File: src/rtl/mips_pkg.sv
// Shared MIPS pipeline constants: data/register widths, reset defaults and
// instruction field positions used by the fetch/decode boundary.
package mips_pkg;

    localparam int INSTR_W    = 32;
    localparam int REG_ADDR_W = 5;

    localparam logic [INSTR_W-1:0] RESET_PC_DEFAULT  = 32'h0000_0000;
    localparam logic [INSTR_W-1:0] NOP_INSTR_DEFAULT = 32'h0000_0000;

    localparam int RS_MSB = 25;
    localparam int RS_LSB = 21;
    localparam int RT_MSB = 20;
    localparam int RT_LSB = 16;

    function automatic logic [REG_ADDR_W-1:0] rs_field(input logic [INSTR_W-1:0] instr);
        return instr[RS_MSB:RS_LSB];
    endfunction

    function automatic logic [REG_ADDR_W-1:0] rt_field(input logic [INSTR_W-1:0] instr);
        return instr[RT_MSB:RT_LSB];
    endfunction

endpackage

File: src/rtl/sat_counter.sv
// Event counter that increments on each enabled clock edge and sticks at
// all-ones instead of wrapping.
module sat_counter #(
    parameter int unsigned WIDTH = 16
) (
    input  logic             clk,
    input  logic             rst_n,
    input  logic             inc,
    output logic [WIDTH-1:0] count
);

    logic [WIDTH-1:0] count_q;
    logic [WIDTH-1:0] count_d;

    always_comb begin
        count_d = count_q;
        if (inc && (count_q != {WIDTH{1'b1}})) begin
            count_d = count_q + {{(WIDTH-1){1'b0}}, 1'b1};
        end
    end

    always_ff @(posedge clk or negedge rst_n) begin
        if (!rst_n) begin
            count_q <= '0;
        end else begin
            count_q <= count_d;
        end
    end

    assign count = count_q;

endmodule

File: src/rtl/if_stage_pc_unit.sv
// Instruction-fetch stage: PC register with jump/branch/sequential next-PC
// select, IF/ID pipeline register with flush, and stall/flush event counters.
module if_stage_pc_unit
    import mips_pkg::*;
#(
    parameter logic [INSTR_W-1:0] RESET_PC  = RESET_PC_DEFAULT,
    parameter logic [INSTR_W-1:0] NOP_INSTR = NOP_INSTR_DEFAULT,
    parameter int unsigned        CNT_WIDTH = 16
) (
    input  logic                  clk_in,
    input  logic                  rst_n_in,
    input  logic                  PCWrite_in,
    input  logic                  IF_ID_write_in,
    input  logic                  flush_in,
    input  logic                  jump_in,
    input  logic                  branch_taken_in,
    input  logic [INSTR_W-1:0]    jump_target_in,
    input  logic [INSTR_W-1:0]    branch_target_in,
    input  logic [INSTR_W-1:0]    instr_rdata_in,
    output logic [INSTR_W-1:0]    instr_addr_out,
    output logic [INSTR_W-1:0]    IF_ID_instr_out,
    output logic [INSTR_W-1:0]    IF_ID_pc_plus4_out,
    output logic                  IF_ID_valid_out,
    output logic [REG_ADDR_W-1:0] IF_ID_reg_source_out,
    output logic [REG_ADDR_W-1:0] IF_ID_reg_target_out,
    output logic [CNT_WIDTH-1:0]  stall_count_out,
    output logic [CNT_WIDTH-1:0]  flush_count_out
);

    logic [INSTR_W-1:0] pc_q, pc_d;
    logic [INSTR_W-1:0] ifid_instr_q, ifid_instr_d;
    logic [INSTR_W-1:0] ifid_pc4_q, ifid_pc4_d;
    logic               ifid_valid_q, ifid_valid_d;
    logic [INSTR_W-1:0] pc_plus4;
    logic [INSTR_W-1:0] next_pc;

    always_comb begin
        pc_plus4 = pc_q + 32'd4;

        // Jump outranks a taken branch; the PC is always kept word aligned.
        if (jump_in) begin
            next_pc = jump_target_in;
        end else if (branch_taken_in) begin
            next_pc = branch_target_in;
        end else begin
            next_pc = pc_plus4;
        end
        next_pc[1:0] = 2'b00;

        pc_d = PCWrite_in ? next_pc : pc_q;

        ifid_instr_d = ifid_instr_q;
        ifid_pc4_d   = ifid_pc4_q;
        ifid_valid_d = ifid_valid_q;
        if (flush_in) begin
            ifid_instr_d = NOP_INSTR;
            ifid_pc4_d   = '0;
            ifid_valid_d = 1'b0;
        end else if (IF_ID_write_in) begin
            ifid_instr_d = instr_rdata_in;
            ifid_pc4_d   = pc_plus4;
            ifid_valid_d = 1'b1;
        end
    end

    always_ff @(posedge clk_in or negedge rst_n_in) begin
        if (!rst_n_in) begin
            pc_q         <= RESET_PC;
            ifid_instr_q <= NOP_INSTR;
            ifid_pc4_q   <= '0;
            ifid_valid_q <= 1'b0;
        end else begin
            pc_q         <= pc_d;
            ifid_instr_q <= ifid_instr_d;
            ifid_pc4_q   <= ifid_pc4_d;
            ifid_valid_q <= ifid_valid_d;
        end
    end

    sat_counter #(.WIDTH(CNT_WIDTH)) u_stall_cnt (
        .clk   (clk_in),
        .rst_n (rst_n_in),
        .inc   (!PCWrite_in),
        .count (stall_count_out)
    );

    sat_counter #(.WIDTH(CNT_WIDTH)) u_flush_cnt (
        .clk   (clk_in),
        .rst_n (rst_n_in),
        .inc   (flush_in),
        .count (flush_count_out)
    );

    assign instr_addr_out       = pc_q;
    assign IF_ID_instr_out      = ifid_instr_q;
    assign IF_ID_pc_plus4_out   = ifid_pc4_q;
    assign IF_ID_valid_out      = ifid_valid_q;
    assign IF_ID_reg_source_out = rs_field(ifid_instr_q);
    assign IF_ID_reg_target_out = rt_field(ifid_instr_q);

endmodule
File: config.mk
export PLATFORM = sky130hd
export DESIGN_NAME = if_stage_pc_unit
export DESIGN_NICKNAME = d
export VERILOG_FILES = /design/src/rtl/mips_pkg.sv /design/src/rtl/sat_counter.sv /design/src/rtl/if_stage_pc_unit.sv
export SDC_FILE = /design/constraint.sdc
export NUM_CORES = 1
export LEC_CHECK = 0
export ABC_CLOCK_PERIOD_IN_PS = 2300
export CAP_MARGIN = 20
export CORE_UTILIZATION = 45
export DETAILED_ROUTE_END_ITERATION = 6
export PLACE_DENSITY = 0.78
export SLEW_MARGIN = 20
export SYNTH_ARGS = -nofsm -noshare
export SYNTH_HDL_FRONTEND = slang
export SYNTH_SLANG_ARGS = --single-unit
File: constraint.sdc
create_clock -name clk_in -period 2.3 [get_ports clk_in]
set_clock_uncertainty 0.1 [all_clocks]
set_input_delay 0.23 -clock clk_in [delete_from_list [all_inputs] [get_ports clk_in]]
set_output_delay 0.23 -clock clk_in [all_outputs]
set_load 0.02 [all_outputs]
==> reports/metrics.csv, run 1 <==
stage,metric,value,unit
pwr,Max VDD drop,858,uV
sta,Worst Tran Pin Value,0.594,ns
yosys,Synth Instances,677,
sta,Worst slew margin,60.0,%
die,Die Ht,124,um
die,Initial Util,46.1,%
setup_path,crit-path cells,and4_1 -> buf_4 -> nand4_1 -> nor3_2 -> o21ai_0 -> o2bb2ai_1,
yosys,Ys Warns,0,
global_routing,grt ovf,0,
routing,Residual DRC,0,
routing,DRT Wirelength,19000,um
routing,Final ANT Viol Nets,0,
global_routing,number of global-route vias before repair,5838,
setup_path,Startpoint Class,flop,
layout,final net count,995,
yosys,"Distinct cells, synth",56,
setup_path,worst-path maximum fanout,6,
setup_path,Setup CP Type,flop to flop,
yosys,ys flop type,dfrtp_1,
sta,RSZ-0062 raised after global routing,no,
die,Die Wd,124,um
cts,clock buffer depth,2,
cts,Clock Latency Late Sink,0.41,ns
cts,CTS H-Tree Depth,4,
cts,Root Buffer,clkbuf_16,
layout,P&R area growth vs syn,44.7,%
sta,FMAX,463,MHz
sta,Fin. Hold Viols,0,
global_routing,first-pass GRT wire length,29600,um
sta,Final setup viols,0,
die,I/O pins,242,
routing,DRT Pass-1 Iters,5,
pwr,leak pwr,4.08,nW
setup_path,critical path's slowest cell,dfrtp_1,
layout,ANT cells,0,
min_path,Hold Crit Class,input pin to flop,
yosys,Synth Register Bits,125,
yosys,netlist area before placement,6700,um^2
place,Detail Placement HPWL,13600,um
setup_path,R2R setup slack,0.14,ns
sta,"Min Clock Period, post-route",2.16,ns
routing,via count,6045,
setup_path,crit end category,flop,
setup_path,CP bufs+invs,1,
yosys,number of synthesized flops with an enable pin,0,
pwr,power per cell area,761,nW/um^2
die,Die ar.,15400,um^2
routing,WL/cell,17.5,um
sta,Tcrit/Tclk final,93.8,%
cts,TritonCTS buffer count,17,
routing,initial DRC count,488,
global_routing,Global Route Usage Sum,25.2,%
place,placed inst area,9120,um^2
die,CORE AREA,14500,um^2
place,# port buffers,233,
global_routing,largest net degree at the start of global routing,88,
sta,"Slew Viols, Final",0,
layout,fraction of layout cells with a size suffix above 1,8.87,%
setup_path,critical path's top delay family,simple AND/OR/NAND/NOR gates,
cts,CTS tree,yes,
die,row count,44,
job,max-cap viol count,0,
yosys,Mean Syn Cell Area,9.90,um^2
setup_path,CP max stage delay,0.45,ns
layout,cell area after layout,9690,um^2
cts,clock sinks,125,
global_routing,initial antenna violation count,0,
setup_path,arrival time worst endpoint,2.33,ns
setup_path,CP Data Required Time,2.47,ns
sta,TNS Setup,0,ns
yosys,"FFs w/ async S/R, synth",100,%
cts,Worst-path clk slew,0.05,ns
routing,Via density,5.57,
place,RePlAce Congestion,0.888,
yosys,sequential fraction of the synthesis area,46.7,%
outcome,status,"complete, no violations",
worst reg2reg max path, delay by kind of cell (launching register included):
family	cells	cell delay (ns)
simple gates	3	0.97
flops	1	0.45
compound gates	2	0.30
buf+inv	1	0.18
registers in the layout, summed over array words and instances (netlist names):
register	cells
u_stall_cnt.count	16
instr_addr_out	30
IF_ID_valid_out	1
u_flush_cnt.count	16
IF_ID_instr_out	32
IF_ID_pc_plus4_out	30
power by group:
| group | total [W] | internal (W) | switching, W |
|---|---|---|---|
| Combinational | 0.00198 | 0.000988 | 0.000989 |
| Clock | 0.00257 | 0.00164 | 0.000923 |
| Sequential | 0.00283 | 0.00247 | 0.000352 |
| Total | 0.00737 | 0.00511 | 0.00226 |
timing repair:
item / in CTS / in global routing
setup buffers: 0 / 0
gates resized for setup: 0 / 2
endpoints found under the hold margin: 41 / 0
endpoints found under the setup margin: 0 / 2
hold buffers: 1 / 0
path summary, 6_finish.rpt:
path	from	to	cells after the start
hold reg to reg	u_stall_cnt.count[10]$_DFFE_PN0P_	u_stall_cnt.count[10]$_DFFE_PN0P_	1
setup reg to reg	instr_addr_out[8]$_DFFE_PN0P_	instr_addr_out[27]$_DFFE_PN0P_	6
min in group asynchronous	rst_n_in	IF_ID_pc_plus4_out[26]$_DFFE_PN0P_	2
hold / removal	PCWrite_in	instr_addr_out[8]$_DFFE_PN0P_	2
max in group asynchronous	rst_n_in	IF_ID_instr_out[17]$_DFFE_PN0P_	3
setup / recovery	instr_addr_out[8]$_DFFE_PN0P_	instr_addr_out[27]$_DFFE_PN0P_	6
cells by family (layout without fill, tap and decap cells):
| family | count (synthesis) | in the layout | share of synthesized area, % |
|---|---|---|---|
| multiplexers | 45 | 45 | 6.80 |
| buffers and inverters | 78 | 300 | 5.73 |
| other | 1 | 4 | 0.0560 |
| adder cells (fa/ha/maj) | 3 | 3 | 0.560 |
| AO/OA/AOI/OAI | 135 | 135 | 14.1 |
| AND/OR/NAND/NOR | 236 | 236 | 19.0 |
| XOR/XNOR | 54 | 54 | 7.06 |
| flip-flops | 125 | 125 | 46.7 |
metal layers:
metal / track usage (%) / part of all wire, %
met1: 32.5 / 42
met2: 40.4 / 48
met3: 6.91 / 7.5
met4: 8.93 / 1.8
met5: 0 / 0
layout by cell type, fill, tap and decap left out, types with 8 or more instances in the layout:
master	n
nand4_1	26
xnor2_1	44
a211oi_1	21
clkdlybuf4s50_1	228
and3_1	10
dfrtp_1	125
a21oi_1	28
and4_1	8
xor2_1	10
nand2_1	39
buf_4	21
nand3_1	14
nor2_1	93
inv_1	12
a22oi_1	10
clkbuf_16	17
mux2i_1	41
a22o_1	16
o21ai_0	26
cell usage after synthesis (3+ instances only):
cell,number,area share (%)
buf_2,7,0.52
nor4_1,3,0.28
nor2b_1,4,0.37
nor4_4,3,0.95
buf_4,18,2.0
nor3_1,6,0.45
ha_1,3,0.56
nor3_2,7,1.0
o21ai_0,26,1.9
nand2_1,39,2.2
mux2i_1,41,6.1
a22o_1,16,2.1
xor2_1,10,1.3
o31ai_1,3,0.34
nand4_1,26,2.4
a31oi_1,5,0.47
a21oi_1,28,2.1
o41ai_1,6,0.78
inv_1,12,0.67
dfrtp_1,125,47
a211oi_1,21,2.4
a22oi_1,10,1.1
buf_1,7,0.39
xnor2_1,44,5.8
clkbuf_1,32,1.8
nand3_1,14,1.0
o2bb2ai_1,6,0.78
nand2b_1,3,0.28
and3_1,10,0.93
nor2_1,93,5.2
and2_1,6,0.56
mux2_2,3,0.50
and4_1,9,1.2
layout make-up:
| type | count | area, um^2 |
|---|---|---|
| sequential | 125 | 3130 |
| tap | 184 | 230 |
| multi-input combinational | 477 | 3200 |
| clock buffer | 25 | 475 |
| clock inverter | 7 | 87.6 |
| fill | 1141 | 4840 |
| inverter | 12 | 45.0 |
| timing repair buffer | 256 | 2520 |
stage by stage:
| stage | hold WS, ns | total power [W] | worst slack (ns) | instances | util, % |
|---|---|---|---|---|---|
| 6_report | 0.186 | 0.00737 | 0.142 | 1086 | 66.7 |
| 5_1_grt | 0.190 | 0.00771 | 0.0120 | 1086 | 66.7 |
| 4_1_cts | 0.156 | 0.00741 | 0.143 | 1086 | 66.7 |
| 3_5_place_dp | 0.168 | 0.00482 | 0.164 | 1053 | 62.7 |
| 3_3_place_gp | 0.165 | 0.00476 | 0.267 | 1053 | 62.7 |
| 2_1_floorplan | -0.166 | 0.00381 | 0.274 | 680 | - |
(Power assumes the default switching activity.)
==> run 2: changes to the inputs <==
- CTS_CLUSTER_DIAMETER: unset -> 100
==> results of run 2 <==
Final layout, timing and power as in run 1 (identical DEF).
==> run 3: changes to the inputs <==
- CORE_UTILIZATION: 45 -> 55
- DONT_BUFFER_PORTS: unset -> 1
- PLACE_DENSITY: 0.78 -> 0.67
- SKIP_CTS_REPAIR_TIMING: unset -> 1
- SLEW_MARGIN: 20 -> 5
==> run 3 against run 2 <==
The flow now finishes with violations (hold timing). Hold slack worse by 0.77 ns. Clock-buffer cell count grew 1. Design area is 16% lower. Die area decreased by 18%. Routed wire length fell by 4.2%. Maximum frequency decreased by 0.61%. Critical path depth unchanged. Via count shrank 9.3%. Global-route usage is 1.6 points higher. Utilization is 3.1 points higher. Register-to-register slack hardly changed. Total power shrank 6.4%.
==> reports/metrics.csv, run 3 (synthesized netlist as in run 1, its figures left out) <==
stage,metric,value,unit
layout,max reg flops,32,
sta,Worst slew margin,36.9,%
pwr,power per cell area,848,nW/um^2
setup_path,arrival time worst endpoint,2.39,ns
layout,area of the multi-input gates,3200,um^2
routing,initial DRC count,335,
cts,CTS H-Tree Depth,4,
layout,filler instances,897,
setup_path,CP bufs+invs,1,
sta,RSZ-0062 raised after global routing,no,
place,placed inst area,6820,um^2
die,Die Wd,112,um
setup_path,Setup CP Type,flop to flop,
cts,Clock Latency Late Sink,0.41,ns
setup_path,crit-path cells,buf_4 -> and3_1 -> nand4_1 -> nor3_2 -> xnor2_1 -> a211oi_1,
layout,P&R area growth vs syn,21.5,%
pwr,Switch Pwr,0.00212,W
job,max-cap viol count,0,
layout,storage element area,3130,um^2
pwr,Max VDD drop,605,uV
sta,final hold slack,-0.581,ns
outcome,status,finished with violations,
place,# port buffers,0,
die,CORE AREA,11700,um^2
sta,"Slew Viols, Final",0,
global_routing,first-pass GRT wire length,26100,um
die,I/O pins,242,
global_routing,Global Route Usage Sum,26.8,%
setup_path,worst-path maximum fanout,6,
setup_path,Worst R2R End,IF_ID_pc_plus4_out[27]$_DFFE_PN0P_,
pwr,leak pwr,3.57,nW
setup_path,CP max stage delay,0.42,ns
global_routing,largest net degree at the start of global routing,126,
sta,setup slack after layout,0.129,ns
sta,Worst Tran Pin Value,0.942,ns
layout,most frequent cells in the layout,"dfrtp_1 (125), nor2_1 (93), dlygate4sd3_1 (64)",
die,Initial Util,57.4,%
outcome,failing checks,hold timing,
global_routing,number of global-route vias before repair,5056,
sta,Final setup viols,0,
sta,FMAX,461,MHz
sta,Tcrit/Tclk final,94.4,%
pwr,Comb pwr share,17.7,%
sta,Fin. Hold Viols,132,
routing,DRT Pass-1 Iters,5,
routing,DRT Wirelength,18200,um
setup_path,Startpoint Class,flop,
setup_path,critical path's slowest cell,nand4_1,
layout,fraction of layout cells with a size suffix above 1,12.6,%
pwr,Final Power,0.00690,W
place,Detail Placement HPWL,11200,um
setup_path,crit end category,flop,
sta,"Min Clock Period, post-route",2.17,ns
layout,"most common cell after layout, fill and taps aside",dfrtp_1,
pwr,sequential power share,43.5,%
routing,Final ANT Viol Nets,0,
min_path,Hold Crit Class,input pin to asynchronous set/reset pin,
global_routing,grt ovf,0,
place,RePlAce Congestion,0.798,
cts,TritonCTS buffer count,17,
pwr,switch share,30.6,%
routing,WL/cell,20.4,um
pwr,clock group share of total power,38.8,%
die,row count,39,
pwr,P_int,0.00479,W
setup_path,CP Data Required Time,2.51,ns
cts,clock sinks,125,
setup_path,critical path's top delay family,simple AND/OR/NAND/NOR gates,
cts,Worst-path clk slew,0.06,ns
routing,via count,5483,
setup_path,R2R setup slack,0.13,ns
setup_path,Reg-to-Reg Start,instr_addr_out[2]$_DFFE_PN0P_,
routing,Via density,6.15,
cts,CTS tree,yes,
setup_path,Reg2Reg Depth,6,
layout,cell area after layout,8140,um^2
cts,clock buffer depth,2,
layout,ANT cells,0,
cts,Root Buffer,clkbuf_16,
routing,Residual DRC,0,
layout,final net count,842,
die,Die ar.,12600,um^2
global_routing,initial antenna violation count,0,
sta,TNS Setup,0,ns
die,Die Ht,112,um
place,DP Worst Slack,0.196,ns
-- run 3: final cells by class --
| class | instances | area share (%) |
|---|---|---|
| timing repair buffer | 103 | 12.1 |
| sequential | 125 | 38.4 |
| inverter | 12 | 0.554 |
| clock inverter | 6 | 0.984 |
| clock buffer | 26 | 6.38 |
| tap | 143 | 2.20 |
| multi-input combinational | 477 | 39.3 |
-- run 3: how the worst max path moves through the flow --
stage / slack (ns) / startpoint / to / cells after the start
2_1_floorplan: 0.27 / instr_addr_out[2]$_DFFE_PN0P_ / instr_addr_out[8]$_DFFE_PN0P_ / 6
3_3_place_gp: 0.25 / instr_addr_out[2]$_DFFE_PN0P_ / IF_ID_pc_plus4_out[27]$_DFFE_PN0P_ / 6
3_5_place_dp: 0.20 / instr_addr_out[2]$_DFFE_PN0P_ / IF_ID_pc_plus4_out[27]$_DFFE_PN0P_ / 6
4_1_cts: 0.18 / instr_addr_out[2]$_DFFE_PN0P_ / IF_ID_pc_plus4_out[27]$_DFFE_PN0P_ / 6
5_1_grt: 0.03 / instr_addr_out[2]$_DFFE_PN0P_ / instr_addr_out[30]$_DFFE_PN0P_ / 6
6_report: 0.13 / instr_addr_out[2]$_DFFE_PN0P_ / IF_ID_pc_plus4_out[27]$_DFFE_PN0P_ / 6
-- run 3: per-stage QoR --
step	std cells	hold WS [ns]	util, %
after floorplan	680	-0.166	-
after global placement	793	-0.163	58.5
after detailed placement	793	-0.163	58.5
after CTS	825	-0.604	63.6
after global routing	892	-0.608	69.8
final	892	-0.581	69.8
-- run 3: power by group through the flow --
stage	logic, W	registers, W	clock network [W]
after detailed placement	0.00103	0.00303	0
after global routing	0.00133	0.00305	0.00281
after CTS	0.00104	0.00300	0.00272
final	0.00122	0.00300	0.00268
after global placement	0.00100	0.00302	0
after floorplan	0.000697	0.00311	0
-- run 3: routing by layer --
metal  track usage, %  up-vias  wire length (um)
met4             12.0        0               358
met1             32.6     2685              7270
li1                 -     2532                 -
met5                0        -                 0
met3             8.96       35              1340
met2             43.4      231              9200
